### src/rtl/ifu_pkg.sv
// Shared types and constants for the instruction fetch unit.
package ifu_pkg;

  localparam int unsigned XLEN = 32;
  localparam logic [XLEN-1:0] NOP_WORD = 32'h0000_0000;

  typedef enum logic [1:0] {
    IDLE    = 2'd0,
    REQ     = 2'd1,
    HOLD    = 2'd2,
    DISCARD = 2'd3
  } ifu_state_t;

  typedef enum logic [1:0] {
    SEL_SEQ     = 2'd0,
    SEL_BRANCH  = 2'd1,
    SEL_LATCHED = 2'd2
  } addr_sel_t;

  // A fetched word together with the byte address it came from.
  typedef struct packed {
    logic [XLEN-1:0] pc;
    logic [XLEN-1:0] word;
  } fetch_word_t;

endpackage

### src/rtl/fetch_addr_mux.sv
// Next fetch address selection: sequential step, live branch target or the
// target latched while a stale request drains.
module fetch_addr_mux
  import ifu_pkg::*;
#(
  parameter int unsigned PC_STEP = 4
) (
  input  logic [XLEN-1:0] i_pc,
  input  logic [XLEN-1:0] i_branch_target,
  input  logic [XLEN-1:0] i_latched_target,
  input  addr_sel_t       i_sel,
  output logic [XLEN-1:0] o_next_addr_c
);

  // Sequential addition wraps naturally at 2^32.
  always_comb begin
    o_next_addr_c = i_pc + XLEN'(PC_STEP);
    case (i_sel)
      SEL_BRANCH:  o_next_addr_c = i_branch_target;
      SEL_LATCHED: o_next_addr_c = i_latched_target;
      default:     o_next_addr_c = i_pc + XLEN'(PC_STEP);
    endcase
  end

endmodule

### src/rtl/instruction_fetch_unit.sv
// Single-outstanding-request instruction fetcher with a one-word hold
// buffer and branch redirect, including redirect while a request is in flight.
module instruction_fetch_unit
  import ifu_pkg::*;
#(
  parameter logic [31:0] RESET_PC = 32'h0000_0000,
  parameter int unsigned PC_STEP  = 4
) (
  input  logic        Clk,
  input  logic        Clr,
  output logic [31:0] mem_addr,
  output logic        mem_req,
  input  logic        mem_ack,
  input  logic [31:0] mem_rdata,
  output logic [31:0] instruction,
  output logic        instr_valid,
  input  logic        instr_ready,
  output logic [31:0] pc,
  input  logic        branch_taken,
  input  logic [31:0] branch_target
);

  ifu_state_t      r_state;
  ifu_state_t      w_state_nxt;
  logic            r_mem_req;
  logic            w_mem_req_nxt;
  logic [XLEN-1:0] r_mem_addr;
  logic [XLEN-1:0] w_mem_addr_nxt;
  fetch_word_t     r_word;
  fetch_word_t     w_word_nxt;
  logic            r_instr_valid;
  logic            w_instr_valid_nxt;
  logic [XLEN-1:0] r_target;
  logic [XLEN-1:0] w_target_nxt;
  addr_sel_t       w_sel;
  logic [XLEN-1:0] w_next_addr;

  // A live branch always wins; otherwise DISCARD resumes at the latched target.
  always_comb begin
    w_sel = SEL_SEQ;
    if (branch_taken) begin
      w_sel = SEL_BRANCH;
    end else if (r_state == DISCARD) begin
      w_sel = SEL_LATCHED;
    end
  end

  fetch_addr_mux #(
    .PC_STEP (PC_STEP)
  ) u_fetch_addr_mux (
    .i_pc             (r_word.pc),
    .i_branch_target  (branch_target),
    .i_latched_target (r_target),
    .i_sel            (w_sel),
    .o_next_addr_c    (w_next_addr)
  );

  always_ff @(posedge Clk) begin
    if (Clr) begin
      r_state <= IDLE;
    end else begin
      r_state <= w_state_nxt;
    end
  end

  always_comb begin
    w_state_nxt       = r_state;
    w_mem_req_nxt     = r_mem_req;
    w_mem_addr_nxt    = r_mem_addr;
    w_word_nxt        = r_word;
    w_instr_valid_nxt = r_instr_valid;
    w_target_nxt      = r_target;
    case (r_state)
      IDLE: begin
        w_state_nxt       = REQ;
        w_mem_req_nxt     = 1'b1;
        w_mem_addr_nxt    = RESET_PC;
        w_instr_valid_nxt = 1'b0;
      end
      REQ: begin
        if (branch_taken && mem_ack) begin
          // Returned word belongs to the abandoned path; reissue at the target.
          w_mem_req_nxt  = 1'b1;
          w_mem_addr_nxt = w_next_addr;
        end else if (branch_taken) begin
          w_target_nxt = branch_target;
          w_state_nxt  = DISCARD;
        end else if (mem_ack) begin
          w_word_nxt.pc     = r_mem_addr;
          w_word_nxt.word   = mem_rdata;
          w_instr_valid_nxt = 1'b1;
          w_mem_req_nxt     = 1'b0;
          w_state_nxt       = HOLD;
        end
      end
      HOLD: begin
        if (branch_taken || instr_ready) begin
          w_instr_valid_nxt = 1'b0;
          w_mem_req_nxt     = 1'b1;
          w_mem_addr_nxt    = w_next_addr;
          w_state_nxt       = REQ;
        end
      end
      DISCARD: begin
        if (branch_taken) begin
          w_target_nxt = branch_target;
        end
        if (mem_ack) begin
          w_mem_req_nxt  = 1'b1;
          w_mem_addr_nxt = w_next_addr;
          w_state_nxt    = REQ;
        end
      end
      default: begin
        w_state_nxt       = IDLE;
        w_mem_req_nxt     = 1'b0;
        w_instr_valid_nxt = 1'b0;
      end
    endcase
  end

  always_ff @(posedge Clk) begin
    if (Clr) begin
      r_mem_req     <= 1'b0;
      r_mem_addr    <= RESET_PC;
      r_word        <= '{pc: RESET_PC, word: NOP_WORD};
      r_instr_valid <= 1'b0;
      r_target      <= RESET_PC;
    end else begin
      r_mem_req     <= w_mem_req_nxt;
      r_mem_addr    <= w_mem_addr_nxt;
      r_word        <= w_word_nxt;
      r_instr_valid <= w_instr_valid_nxt;
      r_target      <= w_target_nxt;
    end
  end

  assign mem_req     = r_mem_req;
  assign mem_addr    = r_mem_addr;
  assign instruction = r_word.word;
  assign pc          = r_word.pc;
  assign instr_valid = r_instr_valid;

endmodule

### config.mk
export PLATFORM = sky130hd
export DESIGN_NAME = instruction_fetch_unit
export DESIGN_NICKNAME = d
export VERILOG_FILES = /design/src/rtl/ifu_pkg.sv /design/src/rtl/fetch_addr_mux.sv /design/src/rtl/instruction_fetch_unit.sv
export SDC_FILE = /design/constraint.sdc
export NUM_CORES = 1
export LEC_CHECK = 0
export BUFFER_PORTS_ARGS = -buffer_cell sky130_fd_sc_hd__buf_2
export CAP_MARGIN = 5
export CORE_MARGIN = 2
export CORE_UTILIZATION = 51
export CTS_CLUSTER_DIAMETER = 50
export CTS_CLUSTER_SIZE = 30
export DETAILED_ROUTE_END_ITERATION = 16
export HOLD_SLACK_MARGIN = 0.03
export MAX_ROUTING_LAYER = met4
export PLACE_DENSITY = 0.85
export SLEW_MARGIN = 10
export SYNTH_ARGS = -nofsm -noshare
export SYNTH_HDL_FRONTEND = slang
export SYNTH_SLANG_ARGS = --single-unit
### constraint.sdc
create_clock -name Clk -period 3.4 [get_ports Clk]
set_clock_uncertainty 0.2 [all_clocks]
set_input_delay 0.17 -clock Clk [delete_from_list [all_inputs] [get_ports Clk]]
set_output_delay 0.17 -clock Clk [all_outputs]
set_load 0.02 [all_outputs]
=== Word level (Yosys, flattened, before mapping) ===
Cells that the tools add are included.

* Register bits: 132
* Input port bits: 69
* Output and inout port bits: 98
* Word-level logic and storage cells: 61

* Add/sub/neg operators: 1
* Eq/ne operators: 14
* Mux-type cells: 26
* Bitwise gates (word level): 2
* Reduce and logical (&&, ||, !) cells: 11

{| class="wikitable"
|+ Operators by type and width
! kind !! count
|-
| 32-bit two-way mux || 5
|-
| 32-bit one-hot mux with 2 select lines || 2
|-
| 32-bit one-hot mux with 4 select lines || 1
|-
| 32-bit by 3-bit adder with 32-bit output (second input constant) || 1
|-
| 2-bit two-way mux || 7
|-
| 2-bit inequality test (second input constant) || 6
|-
| 4-bit AND reduction || 3
|-
| 3-bit inequality test (second input constant) || 3
|-
| 1-bit two-way mux || 8
|-
| 2-bit one-hot mux with 4 select lines || 1
|-
| 2-bit == test (second input constant) || 3
|-
| 5-bit AND reduction || 1
|-
| 2-bit by 1-bit == test with 1-bit output (second input constant) || 2
|-
| 1-bit one-hot mux with 4 select lines || 1
|-
| 1-bit one-hot mux with 3 select lines || 1
|-
| 3-bit AND reduction || 1
|-
| 3-bit nonzero test || 1
|-
| 2-bit zero test || 1
|-
| 1-bit inverter || 2
|-
| 2-bit AND reduction || 1
|-
| 2-bit nonzero test || 1
|-
| 1-bit logical AND || 1
|-
| 1-bit logical OR || 1
|}

=== Logic depth before layout (Yosys ltp) ===
Gate-level depths: netlist of run 1.

* Word-level depth: 7
* Gate-level depth with buffers: 8
* Depth with buffers taken out: 6

=== Modules after synthesis ===
From an unflattened synthesis of run 1, not the netlist that was laid out.

* Cell total of the unflattened synthesis: 711
* Area total of the unflattened synthesis: 5,811.8 µm²

{| class="wikitable"
|+ By module, submodules not included
! module !! times used !! cells each !! area an instance (µm²)
|-
| instruction_fetch_unit || 1 || 533 || 4,663.2
|-
| fetch_addr_mux || 1 || 178 || 1,148.6
|}

=== Worst setup path after synthesis of run 1 ===
OpenSTA, ideal clock, no wires.

* Kind: register to register
* Start: register r_word (netlist bit pc[2])
* End: register r_mem_addr[30] (netlist: mem_addr[30])
* Setup time: 129 ps
* Data arrival time: 1,654 ps
* Required time: 3,071 ps
* Path slack: 1,417 ps
* Stages on the path, launching flop included: 9
* Path buffers: 2
* Period minus slack after synthesis: 1,983 ps
* Path through: dfxtp_1 ha_1 and3_1 buf_2 and2_1 buf_6 nand4_1 xor2_1 o221ai_2

* Word-level cells in the longest chain between the ends: 4
* Elaborated cells between the ends (all ways): 6
* Those cells by class: add/sub: 1; mux: 5

{| class="wikitable"
|+ Ends and longest elaborated chain
! what !! line !! RTL
|-
| from (decl) || instruction_fetch_unit.sv:29 || <nowiki>fetch_word_t r_word;</nowiki>
|-
| from (signal assigned) || instruction_fetch_unit.sv:126 || <nowiki>r_word <= '{pc: RESET_PC, word: NOP_WORD};</nowiki>
|-
| from (signal assigned) || instruction_fetch_unit.sv:132 || <nowiki>r_word <= w_word_nxt;</nowiki>
|-
| 32-bit by 3-bit adder with 32-bit output (*) || fetch_addr_mux.sv:21 || <nowiki>default: o_next_addr_c = i_pc + XLEN'(PC_STEP);</nowiki>
|-
| 32-bit one-hot mux with 2 select lines (*) || fetch_addr_mux.sv:18 || <nowiki>case (i_sel)</nowiki>
|-
| 32-bit two-way mux (on tied branches) || instruction_fetch_unit.sv:108, instruction_fetch_unit.sv:81, instruction_fetch_unit.sv:97 ||
|-
| 32-bit one-hot mux with 4 select lines (*) || instruction_fetch_unit.sv:73 || <nowiki>case (r_state)</nowiki>
|-
| to (signal assigned) || instruction_fetch_unit.sv:131 || <nowiki>r_mem_addr <= w_mem_addr_nxt;</nowiki>
|-
| to (decl) || instruction_fetch_unit.sv:27 || <nowiki>logic [XLEN-1:0] r_mem_addr;</nowiki>
|}

Every way passes the cells marked *; elsewhere a longest branch is shown, timed or not. The select of a mux whose other input is x is not followed.
A chain may end at the register's enable or synchronous reset.

=== Worst setup path after layout of run 1 ===
* Start: register r_state[0]
* End: register r_word (netlist bit instruction[29])

* Word-level cells in the longest chain between the ends: 2

{| class="wikitable"
|+ Ends and longest elaborated chain
! what !! line !! RTL
|-
| from (decl) || instruction_fetch_unit.sv:23 || <nowiki>ifu_state_t r_state;</nowiki>
|-
| from (signal assigned) || instruction_fetch_unit.sv:62 || <nowiki>r_state <= w_state_nxt;</nowiki>
|-
| 2-bit by 1-bit == test with 1-bit output || instruction_fetch_unit.sv:73 ||
|-
| 4-bit AND reduction (no source line) || -- ||
|}

No other way between the ends.

==> results of run 1 <==
[tightest hold or removal path, stage by stage]
cell     delay [ns]
buf_2          0.30
a21oi_1        0.21
o21ai_0        0.07
[registers in the layout (all words and copies together) (netlist names)]
| name | flops |
|---|---|
| r_state | 2 |
| pc | 32 |
| instruction | 32 |
| instr_valid | 1 |
| r_target | 32 |
| mem_addr | 32 |
| mem_req | 1 |
[where the power goes]
group          total, W  internal (W)  switching, W
combinational  0.000424      0.000176      0.000248
sequential      0.00163       0.00159     0.0000396
clock           0.00188       0.00122      0.000657
total           0.00393       0.00299      0.000945
[cells by family after synthesis]
group | Yosys count | share of synthesized area [%]
AO/OA/AOI/OAI | 216 | 21.72
XOR/XNOR | 23 | 3.343
adder cells (fa/ha/maj) | 1 | 0.2076
buffers and inverters | 61 | 5.918
flip-flops | 132 | 43.85
multiplexers | 3 | 0.5813
AND/OR/NAND/NOR | 321 | 24.38
[cell usage after synthesis, drive strengths merged (12+ instances only)]
library cell	n	area [µm²]
nor2	21	78.83
nand3	13	75.07
nand4	12	96.34
o21ai	27	135.1
o221ai	17	155.1
xor2	12	105.1
a21oi	128	648.1
buf	37	256.5
clkbuf	19	81.32
a22oi	12	90.09
nand2	237	897.1
dfxtp	132	2643
[final cells by class]
cell class	instances	area [µm²]	share of cell area (%)
clock buffers	21	440.4	5.363
clock inverters	11	158.9	1.935
inverters	5	18.77	0.2285
multi-input cells	564	3027	36.85
flip-flops and latches	132	2643	32.18
well taps	143	178.9	2.179
repair buffers	260	1747	21.27
[worst paths after layout]
| path | start | slack [ns] | depth (start not counted) | end |
|---|---|---|---|---|
| min | branch_taken | 0.19 | 3 | mem_addr[6]$_SDFFE_PP0P_ |
| min reg2reg | r_target[27]$_SDFFE_PP0P_ | 0.25 | 2 | r_target[27]$_SDFFE_PP0P_ |
| max reg2reg | r_state[0]$_SDFFE_PP0P_ | 0.26 | 6 | instruction[29]$_SDFFE_PP0P_ |
| max | r_state[0]$_SDFFE_PP0P_ | 0.26 | 6 | instruction[29]$_SDFFE_PP0P_ |
[repair_timing]
item	CTS	global route
buffers inserted	0	0
endpoints found under the hold margin	104	0
hold buffers	83	0
[per-stage QoR]
stage	utilization, %	instance area [µm²]	power, W
floorplan	-	6026	0.001884
global placement	59.15	6783	0.001998
detailed placement	59.15	6783	0.002004
CTS	71.62	8213	0.003931
global route	71.62	8213	0.004053
finish	71.62	8213	0.003932
[per-layer routing]
| layer | vias up | GRT usage [%] | share of wire (%) |
|---|---|---|---|
| met3 | 91 | 6.856 | 8.7 |
| met2 | 394 | 49.62 | 48 |
| met1 | 3070 | 38.65 | 39 |
| met5 | - | - | 0 |
| li1 | 3064 | - | - |
| met4 | 0 | 15.85 | 4.5 |
[cells in the final DEF (no fill, tap or decap), drive strengths merged, types with 13 or more instances in the layout]
| cell type | count |
|---|---|
| nand2 | 237 |
| dlygate4sd3 | 83 |
| nand3 | 13 |
| o21ai | 27 |
| buf | 177 |
| a21oi | 128 |
| dfxtp | 132 |
| o221ai | 17 |
| nor2 | 21 |
| clkbuf | 21 |
==> flow_metrics.tcl, run 1 <==
set metrics [dict create \
    status "completed" \
    avgViaCountPerCell 5.827 \
    ant_nets 0 \
    numCtsBuffers 17 \
    rsz0062_at_grt "false" \
    seq_area_frac_synth_pct 43.85 \
    fillers 841 \
    syn_inst 757 \
    track_usage_pct 31.64 \
    htreeDepth 4 \
    rows 39 \
    cts_tree "done" \
    drc_errors 0 \
    grt_pass1_vias 6316 \
    tightest_slew_ns 0.9008 \
    clkSinkCount 132 \
    post_cts_resized 0 \
    clk_latency_ns 0.42 \
    crit_path_cell_trace "and3b_1 -> nand2_2 -> buf_4 -> nand2_1 -> a21oi_1 -> dlygate4sd3_1" \
    drive_gt1_share_pct 23.87 \
    crit_path_start_kind "register" \
    io_pins 167 \
    diodes 0 \
    clock.fmax_mhz 318.6 \
    io_buffers 166 \
    cp.required_ns 3.49 \
    path_max_fanout 41 \
    grt_overflow 0 \
    nets 1050 \
    antenna_found_initial 0 \
    worst_setup_path_end_kind "register" \
    dp_hpwl_mm 11.87 \
    yosys_warnings 0 \
    slew_violations 0 \
    yosys.cell_types.count 63 \
    hold_violations 0 \
    final_cells 1136 \
    p_leak_nw 3.415 \
    synth_area_mm2 0.006026 \
    num_vias 6619 \
    setup_violations 0 \
    grt_max_degree 81 \
    fin_crit_sh_pct 92.31 \
    slew_headroom_pct 39.95 \
    hold_class "in2reg" \
    die_w_um 112.7 \
    drt_iter0_markers 708 \
    coreArea_mm2 0.01147 \
    area_delta_synth_final_pct 36.30 \
    dp_worst_setup_slack_ns 0.8378 \
    chipHeight_um 112.7 \
    clock_path_buffers 2 \
    avgSynthCellArea_um2 7.960 \
    syn-num-nets 827 \
    crit_family "buffers and inverters" \
    drtPass1Iterations 5 \
    crit_slowest_cell "dfxtp_1" \
    dpl.cell_count 1021 \
    dieArea_mm2 0.01270 \
    synth_seq_cells 132 \
    fin_setup_tns_ns 0 \
    timing.final.ws_setup_ns 0.2616 \
    period_needed_ns 3.138 \
    path_class "reg2reg" \
    initial_utilization_pct 52.55 \
    synth_top_flop_cell "dfxtp_1" \
    cts-root-buf "clkbuf_16" \
    peakVddDrop_mv 0.3366 \
    crit_buf_inv 2 \
    synth_edf_count 0 \
    powerDensity_mw_per_mm2 478.8 \
    clkTransAtPathRegs_ns 0.06 \
    gp_congestion 0.8383 \
    cp.arrival_ns 3.23 \
    slowest_delay_ns 0.80 \
    grt_pass1_wl_mm 31.17 \
    wire_per_inst_um 17.26 \
    async_flop_share_pct 0 \
    holdWs_ns 0.1938 \
    cap_viol_max_count 0 \
    postRouteWirelength_mm 19.61 \
]
(Power assumes the default switching activity.)
==> inputs of run 2 (changes only) <==
--- a/config.mk
+++ b/config.mk
@@ -15,6 +15,7 @@
 export HOLD_SLACK_MARGIN = 0.03
 export MAX_ROUTING_LAYER = met4
 export PLACE_DENSITY = 0.85
+export RECOVER_POWER = 50
 export SLEW_MARGIN = 10
 export SYNTH_ARGS = -nofsm -noshare
 export SYNTH_HDL_FRONTEND = slang
==> flow_metrics.tcl, run 2 (synthesized netlist as in run 1, its figures left out) <==
set metrics [dict create \
    hold_class "in2reg" \
    mostFrequentLayoutCells "234 x nand2_1, 132 x dfxtp_1, 127 x a21oi_1" \
    postRouteWirelength_mm 19.68 \
    avgViaCountPerCell 5.846 \
    peakVddDrop_mv 0.3343 \
    cts_tree "done" \
    antenna_found_initial 0 \
    combPwrFrac_pct 10.5 \
    drive_gt1_share_pct 13.60 \
    diodes 0 \
    hold_violations 0 \
    clkSinkCount 132 \
    die_w_um 112.7 \
    num_vias 6641 \
    crit_path_start_kind "register" \
    fin_crit_sh_pct 90.94 \
    clock_path_buffers 2 \
    grt_max_degree 81 \
    slew_headroom_pct 40.81 \
    grt_overflow 0 \
    cap_viol_max_count 0 \
    p_int_w 0.002977 \
    path_class "reg2reg" \
    area_delta_synth_final_pct 33.87 \
    path_max_fanout 41 \
    ant_nets 0 \
    drtPass1Iterations 6 \
    fillers 911 \
    clock.fmax_mhz 323.4 \
    dp_hpwl_mm 11.87 \
    drc_errors 0 \
    nets 1050 \
    period_needed_ns 3.092 \
    drt_iter0_markers 810 \
    ff_latch_area_mm2 0.002643 \
    post-route-util_pct 70.34 \
    worst_setup_path_end_kind "register" \
    dieArea_mm2 0.01270 \
    wire_per_inst_um 17.32 \
    clkTransAtPathRegs_ns 0.06 \
    coreArea_mm2 0.01147 \
    numCtsBuffers 17 \
    initial_utilization_pct 52.55 \
    postCtsHoldBufs 83 \
    post_cts_buffers 0 \
    switching_share_pct 24.04 \
    cp.arrival_ns 3.19 \
    io_pins 167 \
    rows 39 \
    multi_input_area_mm2 0.003007 \
    grt_pass1_vias 6316 \
    pwr-share-seq_pct 41.7 \
    powerDensity_mw_per_mm2 485.9 \
    tightest_slew_ns 0.8878 \
    total_power_w 0.003920 \
    grt_pass1_wl_mm 31.17 \
    switching_power_w 0.0009424 \
    slew_violations 0 \
    cp.required_ns 3.49 \
    gp_congestion 0.8383 \
    status "completed" \
    fin_setup_tns_ns 0 \
    post_cts_resized 0 \
    clkPwrFrac_pct 47.8 \
    io_buffers 166 \
    clk_latency_ns 0.41 \
    setup_violations 0 \
    htreeDepth 4 \
    final_common_cell "nand2_1" \
    chipHeight_um 112.7 \
    p_leak_nw 2.980 \
    track_usage_pct 31.64 \
    cts-root-buf "clkbuf_16" \
    rsz0062_at_grt "false" \
]
## run 2: final cells by class
cell class	count	area share (%)
repair buffers	260	20.09
flip-flops and latches	132	32.76
clock buffers	21	5.460
inverters	5	0.2327
clock inverters	11	1.970
multi-input cells	564	37.27
well taps	143	2.218
## run 2: per-stage QoR
step | hold slack, ns | worst slack (ns) | std cells | area, µm²
after floorplan | 0.1060 | 1.417 | 757 | 6026
after global placement | 0.2097 | 0.9396 | 1021 | 6783
after detailed placement | 0.2167 | 0.8378 | 1021 | 6783
after CTS | 0.1669 | 0.3539 | 1136 | 8213
after global routing | 0.2278 | 0.08490 | 1136 | 8066
final | 0.1937 | 0.3081 | 1136 | 8066
## run 2: final timing paths
check | from | depth (start not counted) | to | slack [ns]
setup / recovery | r_state[0]$_SDFFE_PP0P_ | 6 | instruction[29]$_SDFFE_PP0P_ | 0.31
hold / removal | branch_taken | 3 | mem_addr[6]$_SDFFE_PP0P_ | 0.19
setup reg to reg | r_state[0]$_SDFFE_PP0P_ | 6 | instruction[29]$_SDFFE_PP0P_ | 0.31
hold reg to reg | r_target[27]$_SDFFE_PP0P_ | 2 | r_target[27]$_SDFFE_PP0P_ | 0.25
## run 2: critical path, cell delays in order, from the launching register on
cell and delay [ns]:
dfxtp_1 0.77, and3b_1 0.43, nand2_2 0.38, buf_4 0.41, nand2_1 0.12, a21oi_1 0.07, dlygate4sd3_1 0.57
## run 2: power by group through the flow
stage,combinational [W],sequential (W),clock [W]
CTS,0.000411,0.00163,0.00189
global route,0.000446,0.00164,0.00196
finish,0.000413,0.00163,0.00187
floorplan,0.000197,0.00169,0
detailed placement,0.000341,0.00166,0
global placement,0.000337,0.00166,0
## run 2: per-layer routing
| metal | track usage (%) | up-vias | part of all wire [%] |
|---|---|---|---|
| met2 | 49.62 | 418 | 48 |
| met4 | 15.85 | 0 | 4.2 |
| li1 | - | 3064 | - |
| met3 | 6.856 | 90 | 8.5 |
| met5 | - | - | 0 |
| met1 | 38.65 | 3069 | 40 |
